## src/rtl/sample_streamer_pkg.sv

```systemverilog
// sample_streamer_pkg: shared types and constant functions for sample_streamer.
//   state_t / St*  : streamer FSM encoding
//   field_width    : bits needed to hold values 0..v-1 (never less than 1)
//   addr_width     : width of the memory read address
//   num_width      : width of the emitted-sample index
//   pad_count      : zero samples needed to round a run up to a whole frame
package sample_streamer_pkg;

  typedef logic [1:0] state_t;

  localparam state_t StIdle  = 2'd0;
  localparam state_t StRead  = 2'd1;
  localparam state_t StFlush = 2'd2;
  localparam state_t StPad   = 2'd3;

  function automatic int unsigned field_width(input int unsigned v);
    return (v < 2) ? 1 : unsigned'($clog2(v));
  endfunction

  function automatic int unsigned addr_width(input int unsigned total);
    return field_width(total);
  endfunction

  function automatic int unsigned num_width(input int unsigned total, input int unsigned frame);
    return field_width(total + frame);
  endfunction

  function automatic int unsigned pad_count(input int unsigned total, input int unsigned frame);
    return ((total + frame - 1) / frame) * frame - total;
  endfunction

endpackage

```

## src/rtl/sample_streamer_if.sv

```systemverilog
// sample_streamer_if: control, sample-memory and output-stream signals of sample_streamer.
//   start, hold          : run control into the streamer
//   mem_rd, mem_addr     : read request to the sample memory
//   mem_data             : read data, valid the cycle after mem_rd
//   do_en, data_o, num   : emitted sample strobe, value and zero-based index
//   busy, done           : run in progress / final-sample pulse
// master = the streamer, slave = its environment.
interface sample_streamer_if
  import sample_streamer_pkg::*;
#(
  parameter int unsigned I_BW       = 14,
  parameter int unsigned O_BW       = 14,
  parameter int unsigned TOTAL_DATA = 15104,
  parameter int unsigned FRAME_LEN  = 512
) ();

  localparam int unsigned AW = addr_width(TOTAL_DATA);
  localparam int unsigned NW = num_width(TOTAL_DATA, FRAME_LEN);

  logic            start;
  logic            hold;
  logic            mem_rd;
  logic [AW-1:0]   mem_addr;
  logic [I_BW-1:0] mem_data;
  logic            do_en;
  logic [O_BW-1:0] data_o;
  logic [NW-1:0]   num;
  logic            busy;
  logic            done;

  modport master (
    input  start, hold, mem_data,
    output mem_rd, mem_addr, do_en, data_o, num, busy, done
  );

  modport slave (
    output start, hold, mem_data,
    input  mem_rd, mem_addr, do_en, data_o, num, busy, done
  );

endinterface

```

## src/rtl/sample_addr_gen.sv

```systemverilog
// sample_addr_gen: sequential read-address generator for sample_streamer.
//   clk, rst : clock, asynchronous active-high reset
//   clear    : restart the sequence at address 0 (same-cycle en issues address 0)
//   en       : issue the next address this cycle (hold gating is done by the caller)
//   mem_rd   : registered read strobe
//   mem_addr : registered read address, held while not issuing
//   tc       : the address that would be issued now is the last one of the run
module sample_addr_gen #(
  parameter int unsigned TOTAL_DATA = 15104,
  parameter int unsigned AW         = 14
) (
  input  logic          clk,
  input  logic          rst,
  input  logic          clear,
  input  logic          en,
  output logic          mem_rd,
  output logic [AW-1:0] mem_addr,
  output logic          tc
);

  localparam logic [AW-1:0] LastAddr = AW'(TOTAL_DATA - 1);

  logic [AW-1:0] cnt_q;
  logic [AW-1:0] cur;

  // A clear takes effect in the same cycle so a run can issue address 0 immediately.
  assign cur = clear ? '0 : cnt_q;
  assign tc  = (cur == LastAddr);

  always_ff @(posedge clk or posedge rst) begin
    if (rst) begin
      cnt_q    <= '0;
      mem_rd   <= 1'b0;
      mem_addr <= '0;
    end else begin
      mem_rd <= en;
      if (en) begin
        mem_addr <= cur;
        cnt_q    <= cur + AW'(1);
      end else if (clear) begin
        cnt_q <= '0;
      end
    end
  end

endmodule

```

## src/rtl/sample_streamer.sv

```systemverilog
// sample_streamer: reads TOTAL_DATA samples from a sample memory and streams them out
// sign-extended, with a running index, optionally padding with zeros to a whole frame.
//   clk, rst : clock, asynchronous active-high reset
//   bus      : sample_streamer_if.master (start/hold in, memory port, output stream)
// Build option: define SAMPLE_STREAMER_PAD_EN to append zero samples after the last read
// until the emitted count is a multiple of FRAME_LEN; otherwise exactly TOTAL_DATA samples.
// Pipeline: issue decision -> mem_rd/mem_addr (reg) -> memory -> data_o/do_en (reg).
module sample_streamer
  import sample_streamer_pkg::*;
#(
  parameter int unsigned I_BW       = 14,
  parameter int unsigned O_BW       = 14,
  parameter int unsigned TOTAL_DATA = 15104,
  parameter int unsigned FRAME_LEN  = 512
) (
  input logic               clk,
  input logic               rst,
  sample_streamer_if.master bus
);

  localparam int unsigned AW = addr_width(TOTAL_DATA);
  localparam int unsigned NW = num_width(TOTAL_DATA, FRAME_LEN);
  localparam logic [AW-1:0] LastAddr = AW'(TOTAL_DATA - 1);

  state_t state_q, state_d;

  logic          accept;
  logic          issue;
  logic          tc;
  logic          mem_rd;
  logic [AW-1:0] mem_addr;

  // Stage between the read strobe and the returning memory data.
  logic          rd_p_q;
  logic [AW-1:0] addr_p_q;
  logic          last_emit;
  logic          read_final;

  logic            do_en_q;
  logic            done_q;
  logic            busy_q;
  logic [O_BW-1:0] data_q;
  logic [NW-1:0]   num_q;

`ifdef SAMPLE_STREAMER_PAD_EN
  localparam int unsigned PadCnt = pad_count(TOTAL_DATA, FRAME_LEN);
  localparam int unsigned PW     = field_width(PadCnt + 1);

  logic [PW-1:0] pad_cnt_q;
  logic          pad_fire;
  logic          pad_last;

  assign pad_fire   = (state_q == StPad) && !bus.hold && (pad_cnt_q != PW'(PadCnt));
  assign pad_last   = (pad_cnt_q == PW'(PadCnt - 1));
  assign read_final = last_emit && (PadCnt == 0);
`else
  assign read_final = last_emit;
`endif

  assign accept    = (state_q == StIdle) && bus.start;
  assign issue     = (accept || (state_q == StRead)) && !bus.hold;
  assign last_emit = rd_p_q && (addr_p_q == LastAddr);

  sample_addr_gen #(
    .TOTAL_DATA (TOTAL_DATA),
    .AW         (AW)
  ) u_addr_gen (
    .clk      (clk),
    .rst      (rst),
    .clear    (accept),
    .en       (issue),
    .mem_rd   (mem_rd),
    .mem_addr (mem_addr),
    .tc       (tc)
  );

  always_comb begin
    state_d = state_q;
    case (state_q)
      StIdle: begin
        if (bus.start) state_d = (issue && tc) ? StFlush : StRead;
      end
      StRead: begin
        if (issue && tc) state_d = StFlush;
      end
      StFlush: begin
        // done_q marks the cycle of the final do_en; leave the cycle after it.
        if (done_q) begin
          state_d = StIdle;
`ifdef SAMPLE_STREAMER_PAD_EN
        end else if (last_emit && (PadCnt != 0)) begin
          state_d = StPad;
`endif
        end
      end
`ifdef SAMPLE_STREAMER_PAD_EN
      StPad: begin
        if (done_q) state_d = StIdle;
      end
`endif
      default: state_d = StIdle;
    endcase
  end

  always_ff @(posedge clk or posedge rst) begin
    if (rst) begin
      state_q <= StIdle;
    end else begin
      state_q <= state_d;
    end
  end

  always_ff @(posedge clk or posedge rst) begin
    if (rst) begin
      rd_p_q   <= 1'b0;
      addr_p_q <= '0;
      do_en_q  <= 1'b0;
      done_q   <= 1'b0;
      busy_q   <= 1'b0;
      data_q   <= '0;
      num_q    <= '0;
`ifdef SAMPLE_STREAMER_PAD_EN
      pad_cnt_q <= '0;
`endif
    end else begin
      rd_p_q   <= mem_rd;
      addr_p_q <= mem_addr;
      do_en_q  <= 1'b0;
      done_q   <= 1'b0;
      if (accept) busy_q <= 1'b1;
      if (rd_p_q) begin
        do_en_q <= 1'b1;
        data_q  <= O_BW'($signed(bus.mem_data));
        num_q   <= NW'(addr_p_q);
        if (read_final) begin
          done_q <= 1'b1;
          busy_q <= 1'b0;
        end
      end
`ifdef SAMPLE_STREAMER_PAD_EN
      if (accept) pad_cnt_q <= '0;
      // Pads only start once every read has been emitted, so num simply counts on.
      if (pad_fire) begin
        do_en_q   <= 1'b1;
        data_q    <= '0;
        num_q     <= num_q + NW'(1);
        pad_cnt_q <= pad_cnt_q + PW'(1);
        if (pad_last) begin
          done_q <= 1'b1;
          busy_q <= 1'b0;
        end
      end
`endif
    end
  end

  assign bus.mem_rd   = mem_rd;
  assign bus.mem_addr = mem_addr;
  assign bus.do_en    = do_en_q;
  assign bus.data_o   = data_q;
  assign bus.num      = num_q;
  assign bus.busy     = busy_q;
  assign bus.done     = done_q;

endmodule

```

## src/flat_wrapper.sv

```systemverilog
// flat-port wrapper written by rule: the top's interface ports become plain ports
module sample_streamer_flat import sample_streamer_pkg::*;
#(
  parameter int unsigned I_BW       = 14,
  parameter int unsigned O_BW       = 14,
  parameter int unsigned TOTAL_DATA = 15104,
  parameter int unsigned FRAME_LEN  = 512
)
  (clk, rst, bus_start, bus_hold, bus_mem_data, bus_mem_rd, bus_mem_addr, bus_do_en, bus_data_o, bus_num, bus_busy, bus_done);
  sample_streamer_if #(.I_BW(I_BW), .O_BW(O_BW), .TOTAL_DATA(TOTAL_DATA), .FRAME_LEN(FRAME_LEN)) bus_i ();
  input logic clk;
  input logic rst;
  input wire logic [$bits(bus_i.start)-1:0] bus_start;
  input wire logic [$bits(bus_i.hold)-1:0] bus_hold;
  input wire logic [$bits(bus_i.mem_data)-1:0] bus_mem_data;
  output wire logic [$bits(bus_i.mem_rd)-1:0] bus_mem_rd;
  output wire logic [$bits(bus_i.mem_addr)-1:0] bus_mem_addr;
  output wire logic [$bits(bus_i.do_en)-1:0] bus_do_en;
  output wire logic [$bits(bus_i.data_o)-1:0] bus_data_o;
  output wire logic [$bits(bus_i.num)-1:0] bus_num;
  output wire logic [$bits(bus_i.busy)-1:0] bus_busy;
  output wire logic [$bits(bus_i.done)-1:0] bus_done;
  assign bus_i.start = bus_start;
  assign bus_i.hold = bus_hold;
  assign bus_i.mem_data = bus_mem_data;
  assign bus_mem_rd = bus_i.mem_rd;
  assign bus_mem_addr = bus_i.mem_addr;
  assign bus_do_en = bus_i.do_en;
  assign bus_data_o = bus_i.data_o;
  assign bus_num = bus_i.num;
  assign bus_busy = bus_i.busy;
  assign bus_done = bus_i.done;
  sample_streamer #(.I_BW(I_BW), .O_BW(O_BW), .TOTAL_DATA(TOTAL_DATA), .FRAME_LEN(FRAME_LEN)) u_core (.clk(clk), .rst(rst), .bus(bus_i));
endmodule
```

## config.mk

```make
export PLATFORM = sky130hd
export DESIGN_NAME = sample_streamer_flat
export DESIGN_NICKNAME = d
export VERILOG_FILES = /design/src/rtl/sample_streamer_pkg.sv /design/src/rtl/sample_streamer_if.sv /design/src/rtl/sample_addr_gen.sv /design/src/rtl/sample_streamer.sv /design/src/flat_wrapper.sv
export SDC_FILE = /design/constraint.sdc
export NUM_CORES = 1
export LEC_CHECK = 0
export ABC_AREA = 0
export BUFFER_PORTS_ARGS = -buffer_cell sky130_fd_sc_hd__buf_2
export CAP_MARGIN = 20
export CORE_MARGIN = 4
export CORE_UTILIZATION = 40
export CTS_BUF_LIST = sky130_fd_sc_hd__clkbuf_4 sky130_fd_sc_hd__clkbuf_8
export DETAILED_ROUTE_END_ITERATION = 6
export SKIP_LAST_GASP = 1
export SYNTH_ARGS = -nofsm -noshare
export SYNTH_HDL_FRONTEND = slang
export SYNTH_SLANG_ARGS = --single-unit
```

## constraint.sdc

```tcl
create_clock -name clk -period 4 [get_ports clk]
set_clock_uncertainty 0.15 [all_clocks]
set_input_delay 0.8 -clock clk [delete_from_list [all_inputs] [get_ports clk]]
set_output_delay 0.8 -clock clk [all_outputs]
set_load 0.005 [all_outputs]
```

# After elaboration in Yosys (flattened, before gate mapping)
# Cells that the tools add are included.
totals:
  ff_bits: 77
  input_bits: 18
  n_memories: 0
  mem_bits_rw: 0
  latch_bits: 0
  rom_bits: 0
  elab_cells: 40
op_classes:
  addsub: 1
  eq_ne: 7
  mul: 0
  mux: 13
  shifts: 0
  bitwise_logic: 0
  n_lt_le_gt_ge: 0
  reduce_logical: 8
  n_div: 0
op_table:
  columns: ["cell", "count"]
  rows:
  - ["$eq 14x14->1 const B", 2]
  - ["$mux 14", 2]
  - ["$add 14x1->14 const B", 1]
  - ["$mux 2", 4]
  - ["$mux 1", 6]
  - ["$pmux 2 s3", 1]
  - ["$logic_and 1x1->1", 4]
  - ["$ne 2x2->1 const B", 2]
  - ["$reduce_and 3->1", 1]
  - ["$eq 2x1->1 const B", 1]
  - ["$eq 2x2->1 const B", 1]
  - ["$logic_not 2->1", 1]
  - ["$ne 2x1->1 const B", 1]
  - ["$logic_not 1->1", 1]
  - ["$logic_or 1x1->1", 1]

# Longest topological paths before layout
# Gate-level depths: netlist of the first run.
depth:
  ltp_word: 8
  ltp_mapped: 9

# Hierarchy
# From an unflattened synthesis of the first run, not the netlist that was laid out.
unflattened:
  cells_unflattened: 217
  area_unflattened_um2: 3004.1
modules_own_cells:
  columns: ["mod", "area_per_inst_um2", "cells_per_inst", "instances"]
  rows:
  - ["sample_streamer", 1692.9, 95, 1]
  - ["sample_addr_gen", 1311.3, 122, 1]

# Worst setup path after synthesis of the first run
# Ideal clock, no wire load.
synth_timing:
  path_kind: "input -> register"
  from: "in bus_start"
  to: "reg u_core.state_q[0]"
  cell_stages: 9
  required_ps: 3721
  arrival_ps: 2234
  setup_ps: 129
  path_buffers: 1
  slack_ps: 1487
  path_cell_list: "or3b_1 buf_2 nand2_1 inv_1 ha_1 nand4_1 nor4_4 nand4_1 nor3b_2"
synth_via:
  elab_chain_cells: 7
  elab_cells_between_ends: 12
synth_rtl:
  columns: ["item", "line", "rtl"]
  rows:
  - ["start: declaration", "flat_wrapper.sv:13", "input wire logic [$bits(bus_i.start)-1:0] bus_start;"]
  - ["$logic_and 1x1->1 *", "sample_streamer.sv:60", "assign accept = (state_q == StIdle) && bus.start;"]
  - ["$mux 14 *", "sample_addr_gen.sv:27", "assign cur = clear ? '0 : cnt_q;"]
  - ["named net u_core.u_addr_gen.cur[0]", "sample_addr_gen.sv:24", "logic [AW-1:0] cur;"]
  - ["$eq 14x14->1 *", "sample_addr_gen.sv:28", "assign tc = (cur == LastAddr);"]
  - ["$logic_and 1x1->1 *", "sample_streamer.sv:81, sample_streamer.sv:84", null]
  - ["$mux 2 (2 in series)", "sample_streamer.sv:81", "if (bus.start) state_d = (issue && tc) ? StFlush : StRead;"]
  - ["$pmux 2 s3", "sample_streamer.sv:79", "case (state_q)"]
  - ["end signal: assignment", "sample_streamer.sv:107", "state_q <= StIdle;"]
  - ["end signal: assignment", "sample_streamer.sv:109", "state_q <= state_d;"]
  - ["end: declaration", "sample_streamer.sv:25", "state_t state_q, state_d;"]
# The timed path passes the listed nets; every way through them passes the cells marked *. The select of a mux whose other input is x is not followed.
# A chain may end at the register's enable or synchronous reset.

# Worst setup path after layout of the first run
# Same ends and word-level chain as after synthesis.

==> results.py, run 1 <==
metrics = {
    "run_status": {
        "status": "complete, no violations",
    },
    "critical_path": {
        "critPathLaunchType": "input port",
        "worstPathArrival_ns": 2.62,
        "crit_path_max_fanout": 14,
        "end_kind": "register",
        "crit_required_ns": 4.06,
        "worstSetupPathType": "input port to register",
    },
    "power_and_ir_drop": {
        "irDropWorstVdd_mv": 0.218,
        "p_total_uw": 1800,
        "power_density_mw_per_mm2": 508,
        "leakage_uw": 0.00178,
    },
    "logic_synthesis": {
        "synth_commonest_cells": "dfrtp_1 (77), mux2_2 (28), nand2_1 (21)",
        "yosys.area.top_type": "dfrtp_1",
        "syn-cell-area_sq_mm": 0.00296,
        "synth_edf_count": 0,
        "synth_top_area_share_pct": 65.2,
        "yosysSeqAreaShare_pct": 65.2,
        "ys_async_sr_fraction_pct": 100,
        "ys_top_cells_by_area": "dfrtp_1 (65%), mux2_2 (11%), nand2_1 (2.7%)",
        "synth-main-ff-cell": "dfrtp_1",
        "yosysMostFrequentCell": "dfrtp_1",
        "ys_ff_latch": 77,
        "yosys_warnings": 0,
        "syn_inst": 215,
        "synth_nets": 234,
        "syn_avg_cell_area_sq_um": 13.7,
        "ys_types": 32,
    },
    "floorplan": {
        "start_util_pct": 41.0,
        "die_y_um": 94.0,
        "die_area_sq_mm": 0.00883,
        "core_sq_mm": 0.00721,
        "io_pins": 64,
        "rows": 31,
        "dieWidth_um": 94.0,
    },
    "finish": {
        "layoutNonFillerInstCount": 387,
        "final_util_pct": 49.2,
        "antenna_cells": 0,
        "finalNetCount": 303,
        "area_growth_pct": 20.2,
        "drive_above_1_share_pct": 40.3,
    },
    "clock_network": {
        "cts-root-buf": "clkbuf_8",
        "cts_tree": "built",
        "clk_path_buf_depth": 2,
        "clock_sinks": 77,
        "cts_made_buffers": 9,
        "postCtsSetupBuffers": 0,
        "htreeDepth": 3,
        "insertion_delay_ns": 0.34,
        "hold_buffers": 0,
        "cts_resized": 0,
        "path_clk_slew_ns": 0.08,
    },
    "drt": {
        "via_count": 1854,
        "antenna_left": 0,
        "drc": 0,
        "wl_mm": 5.45,
        "drtIter0Drc": 78,
        "drt_first_pass_iters": 4,
        "vias_per_cell": 4.79,
        "wl_per_cell_um": 14.1,
    },
    "timing": {
        "relSlewSlack_pct": 37.6,
        "rsz0062_at_grt": "false",
        "post-route-min-period_ns": 2.55,
        "finalSetupTns_ns": 0,
        "finalSetupViolCount": 0,
        "drv_slew": 0,
        "hold_violations": 0,
        "fin_crit_sh_pct": 63.9,
        "fmax_ghz": 0.391,
        "worst_pin_slew_ns": 0.936,
    },
    "placement": {
        "placedCellCount": 372,
        "io_buffers": 63,
        "routabilityCongestion": 0.875,
        "dp_hpwl_mm": 3.86,
    },
    "grt": {
        "grt_pass1_vias": 1791,
        "track_usage_pct": 13.3,
        "grt_first_pass_wirelength_mm": 9.05,
        "grt-ovfl-total": 0,
        "grt_max_degree": 78,
        "antenna_found_initial": 0,
    },
    "hold_path": {
        "hold_path.class": "register to register",
    },
    "run": {
        "max_cap_violations": 0,
    },
}
## layout make-up
class | instances | area, sq um
Clock buffer | 9 | 124
Clock inverter | 6 | 65.1
Fill cell | 681 | 3660
Inverter | 4 | 15.0
Multi-Input combinational cell | 127 | 967
Sequential cell | 77 | 1930
Tap cell | 99 | 124
Timing Repair Buffer | 65 | 330
## critical path, stage by stage
cell     delay (ns)
buf_2          0.10
or3b_1         0.43
nand2_1        0.18
inv_1          0.09
ha_1           0.19
nand4_1        0.17
nor4_4         0.31
nand4_1        0.15
nor3b_2        0.19
## path summary, 6_finish.rpt
path                                     startpoint                            end  slack (ns)  depth (start not counted)
hold reg to reg            u_core.u_addr_gen.mem_rd                  u_core.rd_p_q        0.22                          0
max in group asynchronous                       rst  u_core.u_addr_gen.mem_addr[9]        2.51                          3
setup reg to reg                  u_core.state_q[1]              u_core.state_q[0]        1.54                          8
setup / recovery                          bus_start              u_core.state_q[0]        1.45                          9
hold / removal             u_core.u_addr_gen.mem_rd                  u_core.rd_p_q        0.22                          0
min in group asynchronous                       rst     u_core.u_addr_gen.cnt_q[3]        0.59                          3
## kinds of logic (layout without fill, tap and decap cells)
| family | after synthesis | after routing | share of synthesized area (%) |
|---|---|---|---|
| compound gates | 15 | 15 | 3.17 |
| xor+xnor | 9 | 9 | 2.67 |
| fa+ha+maj | 1 | 1 | 0.423 |
| buf+inv | 11 | 84 | 2.07 |
| flops | 77 | 77 | 65.2 |
| mux | 32 | 32 | 12.0 |
| simple gates | 70 | 70 | 14.4 |
## report_power, final
part | switching, uW | leakage [uW] | internal, uW | total, uW
registers | 88.0 | 0.000993 | 896 | 984
logic | 125 | 0.000690 | 135 | 260
clock network | 276 | 0.0000950 | 284 | 561
total | 489 | 0.00178 | 1320 | 1800
## placed cells by master, fill, tap and decap left out, drive strengths merged
cell / Yosys / final
mux2i: 4 / 4
o21ai: 10 / 10
clkinv: 0 / 4
mux2: 28 / 28
or2: 2 / 2
xor2: 4 / 4
a22o: 5 / 5
xnor2: 5 / 5
ha: 1 / 1
and4: 1 / 1
nand3: 4 / 4
nor3: 2 / 2
clkinvlp: 0 / 1
or3b: 1 / 1
and2: 1 / 1
and3: 3 / 3
nor3b: 6 / 6
nand4b: 1 / 1
nand4: 9 / 9
nor2: 11 / 11
clkbuf: 1 / 9
nand4bb: 1 / 1
nor4bb: 1 / 1
nor4: 1 / 1
dfrtp: 77 / 77
bufinv: 0 / 1
or2b: 1 / 1
nand2: 21 / 21
nand2b: 4 / 4
inv: 4 / 4
buf: 6 / 65
## stage by stage
step                setup slack (ns)  instance area [sq um]  hold WS [ns]
floorplan                       1.08                   2960         0.217
global placement                1.14                   3360         0.208
detailed placement              1.09                   3360         0.207
CTS                             1.46                   3550         0.221
global route                    1.31                   3550         0.225
finish                          1.45                   3550         0.221
## sequential cells by signal, indices dropped and copies added (netlist names), 2 cells and up
| name | flops |
|---|---|
| u_core.u_addr_gen.cnt_q | 14 |
| u_core.state_q | 2 |
| u_core.bus.num | 14 |
| u_core.bus.data_o | 14 |
| u_core.u_addr_gen.mem_addr | 14 |
| u_core.addr_p_q | 14 |
## layer usage
layer / vias to the layer above / share of wire, % / global-route usage (%) / routed length, um
met5: - / 0 / 0 / 0
li1: 888 / - / - / -
met4: 0 / 1.1 / 3.61 / 58
met1: 900 / 47 / 17.6 / 2540
met2: 61 / 45 / 20.6 / 2430
met3: 5 / 7.7 / 5.13 / 420
(Power assumes the default switching activity.)
==> inputs of run 2 (changes only) <==
==> constraint.sdc (replaced) <==
create_clock -name clk -period 2.15 [get_ports clk]
set_clock_uncertainty 0.15 [all_clocks]
set_input_delay 0.43 -clock clk [delete_from_list [all_inputs] [get_ports clk]]
set_output_delay 0.43 -clock clk [all_outputs]
set_load 0.005 [all_outputs]
==> results.py, run 2 (synthesis gave the netlist of run 1 again) <==
metrics = {
    "floorplan": {
        "die_y_um": 94.0,
        "dieWidth_um": 94.0,
        "io_pins": 64,
        "die_area_sq_mm": 0.00883,
        "core_sq_mm": 0.00721,
        "rows": 31,
        "start_util_pct": 41.0,
    },
    "hold_path": {
        "hold_path.class": "input port to async pin",
    },
    "grt": {
        "grt_first_pass_wirelength_mm": 9.03,
        "track_usage_pct": 13.4,
        "antenna_found_initial": 0,
        "grt-ovfl-total": 0,
        "grt_max_degree": 78,
        "grt_pass1_vias": 1836,
    },
    "clock_network": {
        "cts_made_buffers": 9,
        "cts_resized": 0,
        "cts-root-buf": "clkbuf_8",
        "path_clk_slew_ns": 0.09,
        "cts_tree": "built",
        "hold_buffers": 0,
        "postCtsSetupBuffers": 0,
        "clock_sinks": 77,
        "insertion_delay_ns": 0.35,
        "htreeDepth": 3,
        "clk_path_buf_depth": 2,
    },
    "critical_path": {
        "cpLargestDelayFamily": "simple AND/OR/NAND/NOR gates",
        "r2r_slack_ns": 0.23,
        "critical_path.startpoint": "u_core.state_q[0]",
        "crit_end": "u_core.u_addr_gen.cnt_q[12]",
        "crit_required_ns": 2.26,
        "worstPathArrival_ns": 2.03,
        "crit_path_max_fanout": 3,
        "crit_chain": "or3b_4 > nand2_1 > inv_1 > ha_1 > nand4_1 > nor4_4 > nand4_1 > mux2i_1",
        "slowest_delay_ns": 0.40,
        "end_kind": "register",
        "critPathLaunchType": "register",
        "path_depth": 8,
        "crit_buf_inv": 1,
        "r2r_cells": 8,
        "r2r-end": "u_core.u_addr_gen.cnt_q[12]",
        "cpMostUsedCell": "nand4_1",
        "cpMaxStageDelayCell": "or3b_4",
        "r2r-start": "u_core.state_q[0]",
        "worstSetupPathType": "register to register",
    },
    "timing": {
        "rsz0062_at_grt": "false",
        "hold_ws_ns": 0.0184,
        "finalSetupTns_ns": 0,
        "fmax_ghz": 0.521,
        "finalSetupViolCount": 0,
        "worst_pin_slew_ns": 0.499,
        "fin_crit_sh_pct": 89.3,
        "drv_slew": 0,
        "hold_violations": 0,
        "relSlewSlack_pct": 66.4,
        "post-route-min-period_ns": 1.92,
    },
    "drt": {
        "wl_mm": 5.62,
        "antenna_left": 0,
        "drtIter0Drc": 72,
        "via_count": 1886,
        "wl_per_cell_um": 14.1,
        "drc": 0,
        "drt_first_pass_iters": 4,
        "vias_per_cell": 4.73,
    },
    "power_and_ir_drop": {
        "p_total_uw": 3350,
        "power_density_mw_per_mm2": 918,
        "irDropWorstVdd_mv": 0.357,
        "leakage_uw": 0.00182,
    },
    "finish": {
        "final_cell_mix": "dfrtp_1 (77), buf_2 (63), mux2_2 (28), nand2_1 (21), buf_4 (12)",
        "area_growth_pct": 23.3,
        "finalNetCount": 314,
        "fill_cells": 668,
        "ff_latch_area_sq_mm": 0.00193,
        "final_common_cell": "dfrtp_1",
        "antenna_cells": 0,
        "drive_above_1_share_pct": 43.0,
        "multiInputGateArea_sq_um": 970,
    },
    "placement": {
        "io_buffers": 63,
        "routabilityCongestion": 0.909,
        "dp_hpwl_mm": 4.00,
    },
    "run_status": {
        "status": "complete, no violations",
    },
    "run": {
        "max_cap_violations": 0,
    },
}
## run 2: cell types whose count changed in the layout (fill, tap and decap cells not counted), sizes merged
| cell | delta |
|---|---|
| buf | +11 |
| bufinv | -1 |
| clkbuf | +1 |
| clkinv | -2 |
| clkinvlp | +3 |
## run 2: stage by stage
step	std cells	utilization, %	setup WS, ns	instance area (sq um)
floorplan	215	-	-0.00547	2960
global placement	383	48.0	0.0530	3460
detailed placement	383	48.0	-0.0161	3460
CTS	399	50.5	0.214	3640
global route	399	50.5	0.118	3640
finish	399	50.5	0.231	3640
## run 2: worst min-delay path, cell delays in order
cell,delay (ns)
buf_2,0.11
clkinvlp_4,0.07
buf_12,0.32
## run 2: area by class of cell
cell class	count	share of cell area, %
well taps	99	3.40
clock buffers	10	3.60
multi-input cells	127	26.6
clock inverters	6	1.34
repair buffers	76	11.7
inverters	4	0.515
flip-flops and latches	77	52.9
## run 2: worst min path at each step
stage                                  endpoint  slack (ns)  cells after the start
floorplan                      u_core.bus.do_en        0.22                      0
global route        u_core.u_addr_gen.cnt_q[13]        0.05                      3
finish                          u_core.bus.done        0.02                      3
CTS                             u_core.bus.done        0.04                      3
detailed placement                u_core.rd_p_q        0.23                      0
global placement                  u_core.rd_p_q        0.21                      0
## run 2: layer usage
| metal | vias up | GRT usage (%) | part of all wire (%) |
|---|---|---|---|
| li1 | 907 | - | - |
| met2 | 58 | 20.3 | 45 |
| met1 | 914 | 17.6 | 47 |
| met4 | 0 | 5.42 | 1.2 |
| met3 | 7 | 4.57 | 7.1 |
| met5 | - | 0 | 0 |
## run 2: report_power, final
group	switching [uW]	internal [uW]
clock	554	440
sequential	171	1670
combinational	239	277
total	963	2380
==> inputs of run 3 (changes only) <==
--- a/config.mk
+++ b/config.mk
@@ -9,9 +9,10 @@
 export BUFFER_PORTS_ARGS = -buffer_cell sky130_fd_sc_hd__buf_2
 export CAP_MARGIN = 20
 export CORE_MARGIN = 4
-export CORE_UTILIZATION = 40
+export CORE_UTILIZATION = 50
 export CTS_BUF_LIST = sky130_fd_sc_hd__clkbuf_4 sky130_fd_sc_hd__clkbuf_8
 export DETAILED_ROUTE_END_ITERATION = 6
+export PLACE_DENSITY = 0.74
 export SKIP_LAST_GASP = 1
 export SYNTH_ARGS = -nofsm -noshare
 export SYNTH_HDL_FRONTEND = slang
==> constraint.sdc (replaced) <==
create_clock -name clk -period 2.37 [get_ports clk]
set_clock_uncertainty 0.15 [all_clocks]
set_input_delay 0.474 -clock clk [delete_from_list [all_inputs] [get_ports clk]]
set_output_delay 0.474 -clock clk [all_outputs]
set_load 0.005 [all_outputs]
==> results.py, run 3 (synthesis gave the netlist of run 1 again) <==
metrics = {
    "finish": {
        "antenna_cells": 0,
        "final_util_pct": 64.1,
        "final_cell_mix": "dfrtp_1 (77), buf_2 (63), mux2_2 (28), nand2_1 (21), nor2_1 (11)",
        "final_common_cell": "dfrtp_1",
        "drive_above_1_share_pct": 41.9,
        "finalNetCount": 310,
        "fin_area_sq_mm": 0.00359,
        "area_growth_pct": 21.6,
        "fill_cells": 455,
    },
    "timing": {
        "post-route-min-period_ns": 2.16,
        "relSlewSlack_pct": 66.6,
        "fmax_ghz": 0.463,
        "finalSetupTns_ns": 0,
        "drv_slew": 0,
        "fin_ws_ns": 0.212,
        "worst_pin_slew_ns": 0.499,
        "fin_crit_sh_pct": 91.1,
        "hold_violations": 0,
        "rsz0062_at_grt": "false",
        "finalSetupViolCount": 0,
    },
    "critical_path": {
        "crit_chain": "or3b_1 > nand2_1 > inv_1 > ha_1 > nand4_1 > nor4_4 > nand4_1 > nor3b_2",
        "slowest_delay_ns": 0.48,
        "crit_end": "u_core.state_q[0]",
        "cpMostUsedCell": "nand4_1",
        "r2r-start": "u_core.state_q[0]",
        "end_kind": "register",
        "worstPathArrival_ns": 2.23,
        "crit_required_ns": 2.44,
        "r2r_slack_ns": 0.21,
        "critical_path.startpoint": "u_core.state_q[0]",
        "cpMaxStageDelayCell": "dfrtp_1",
        "r2r_cells": 8,
        "r2r-end": "u_core.state_q[0]",
        "worstSetupPathType": "register to register",
        "crit_path_max_fanout": 6,
        "critPathLaunchType": "register",
    },
    "run": {
        "max_cap_violations": 0,
    },
    "drt": {
        "drt_first_pass_iters": 4,
        "via_count": 1912,
        "wl_per_cell_um": 15.2,
        "drc": 0,
        "antenna_left": 0,
        "vias_per_cell": 5.20,
        "wl_mm": 5.58,
        "drtIter0Drc": 163,
    },
    "floorplan": {
        "dieWidth_um": 84.9,
        "die_area_sq_mm": 0.00720,
        "die_y_um": 84.9,
        "io_pins": 64,
        "core_sq_mm": 0.00561,
        "start_util_pct": 52.7,
        "rows": 27,
    },
    "clock_network": {
        "clock_sinks": 77,
        "path_clk_slew_ns": 0.08,
        "htreeDepth": 3,
        "cts_made_buffers": 9,
        "postCtsSetupBuffers": 0,
        "insertion_delay_ns": 0.33,
        "clk_path_buf_depth": 2,
        "cts_resized": 0,
        "cts-root-buf": "clkbuf_8",
        "hold_buffers": 0,
        "cts_tree": "built",
    },
    "grt": {
        "grt_pass1_vias": 2008,
        "antenna_found_initial": 0,
        "grt_first_pass_wirelength_mm": 9.68,
        "grt_max_degree": 43,
        "track_usage_pct": 17.0,
        "grt-ovfl-total": 0,
    },
    "power_and_ir_drop": {
        "power.switching_uw": 846,
        "irDropWorstVdd_mv": 0.390,
        "p_int_uw": 2160,
        "power_density_mw_per_mm2": 837,
        "sw_frac_of_total_pct": 28.1,
        "p_seq_share_pct": 55.3,
        "p_comb_share_pct": 15.1,
        "leakage_uw": 0.00181,
        "clkPwrFrac_pct": 29.6,
    },
    "placement": {
        "dp_hpwl_mm": 4.24,
        "placed_area_sq_mm": 0.00341,
        "place_ws_ns": 0.104,
        "io_buffers": 63,
        "routabilityCongestion": 0.920,
    },
    "run_status": {
        "status": "complete, no violations",
    },
    "hold_path": {
        "hold_path.class": "input port to async pin",
    },
}
[run 3: stage by stage]
step           cells  power, uW  hold WS (ns)
6_report         368       3010        0.0565
4_1_cts          368       3040        0.0454
3_5_place_dp     352       2150         0.217
2_1_floorplan    215       1920         0.217
5_1_grt          368       3190        0.0450
3_3_place_gp     352       2120         0.208
[run 3: routing by layer]
| layer | share of wire [%] | global-route usage [%] | vias to the layer above |
|---|---|---|---|
| li1 | - | - | 904 |
| met4 | 0.38 | 3.88 | 0 |
| met3 | 7.6 | 6.02 | 2 |
| met5 | 0 | 0 | - |
| met2 | 48 | 27.6 | 68 |
| met1 | 44 | 22.1 | 938 |
[run 3: power groups by stage]
stage	sequential, uW	combinational [uW]	clock [uW]
2_1_floorplan	1660	260	0
3_3_place_gp	1680	447	0
3_5_place_dp	1690	464	0
4_1_cts	1660	464	914
5_1_grt	1690	511	980
6_report	1660	454	892
[run 3: critical path, delay by kind of cell, from the launching register on]
kind,cells,cell delay [ns]
simple gates,6,1.14
fa+ha+maj,1,0.19
flops,1,0.48
buf+inv,1,0.08
[run 3: worst min-delay path by stage]
stage / startpoint / end / slack (ns) / cells past startpoint
2_1_floorplan: u_core.rd_p_q / u_core.bus.do_en / 0.22 / 0
3_3_place_gp: u_core.u_addr_gen.mem_rd / u_core.rd_p_q / 0.21 / 0
3_5_place_dp: u_core.u_addr_gen.mem_rd / u_core.rd_p_q / 0.22 / 0
4_1_cts: rst / u_core.addr_p_q[12] / 0.05 / 3
5_1_grt: rst / u_core.addr_p_q[12] / 0.04 / 3
6_report: rst / u_core.addr_p_q[12] / 0.06 / 3
[run 3: area by class of cell]
cell class	instances	area, sq um	area share, %
Sequential cell	77	1930	53.6
Clock inverter	6	46.3	1.29
Timing Repair Buffer	72	408	11.3
Tap cell	72	90.1	2.51
Multi-Input combinational cell	127	967	26.9
Clock buffer	10	138	3.83
Inverter	4	18.8	0.522
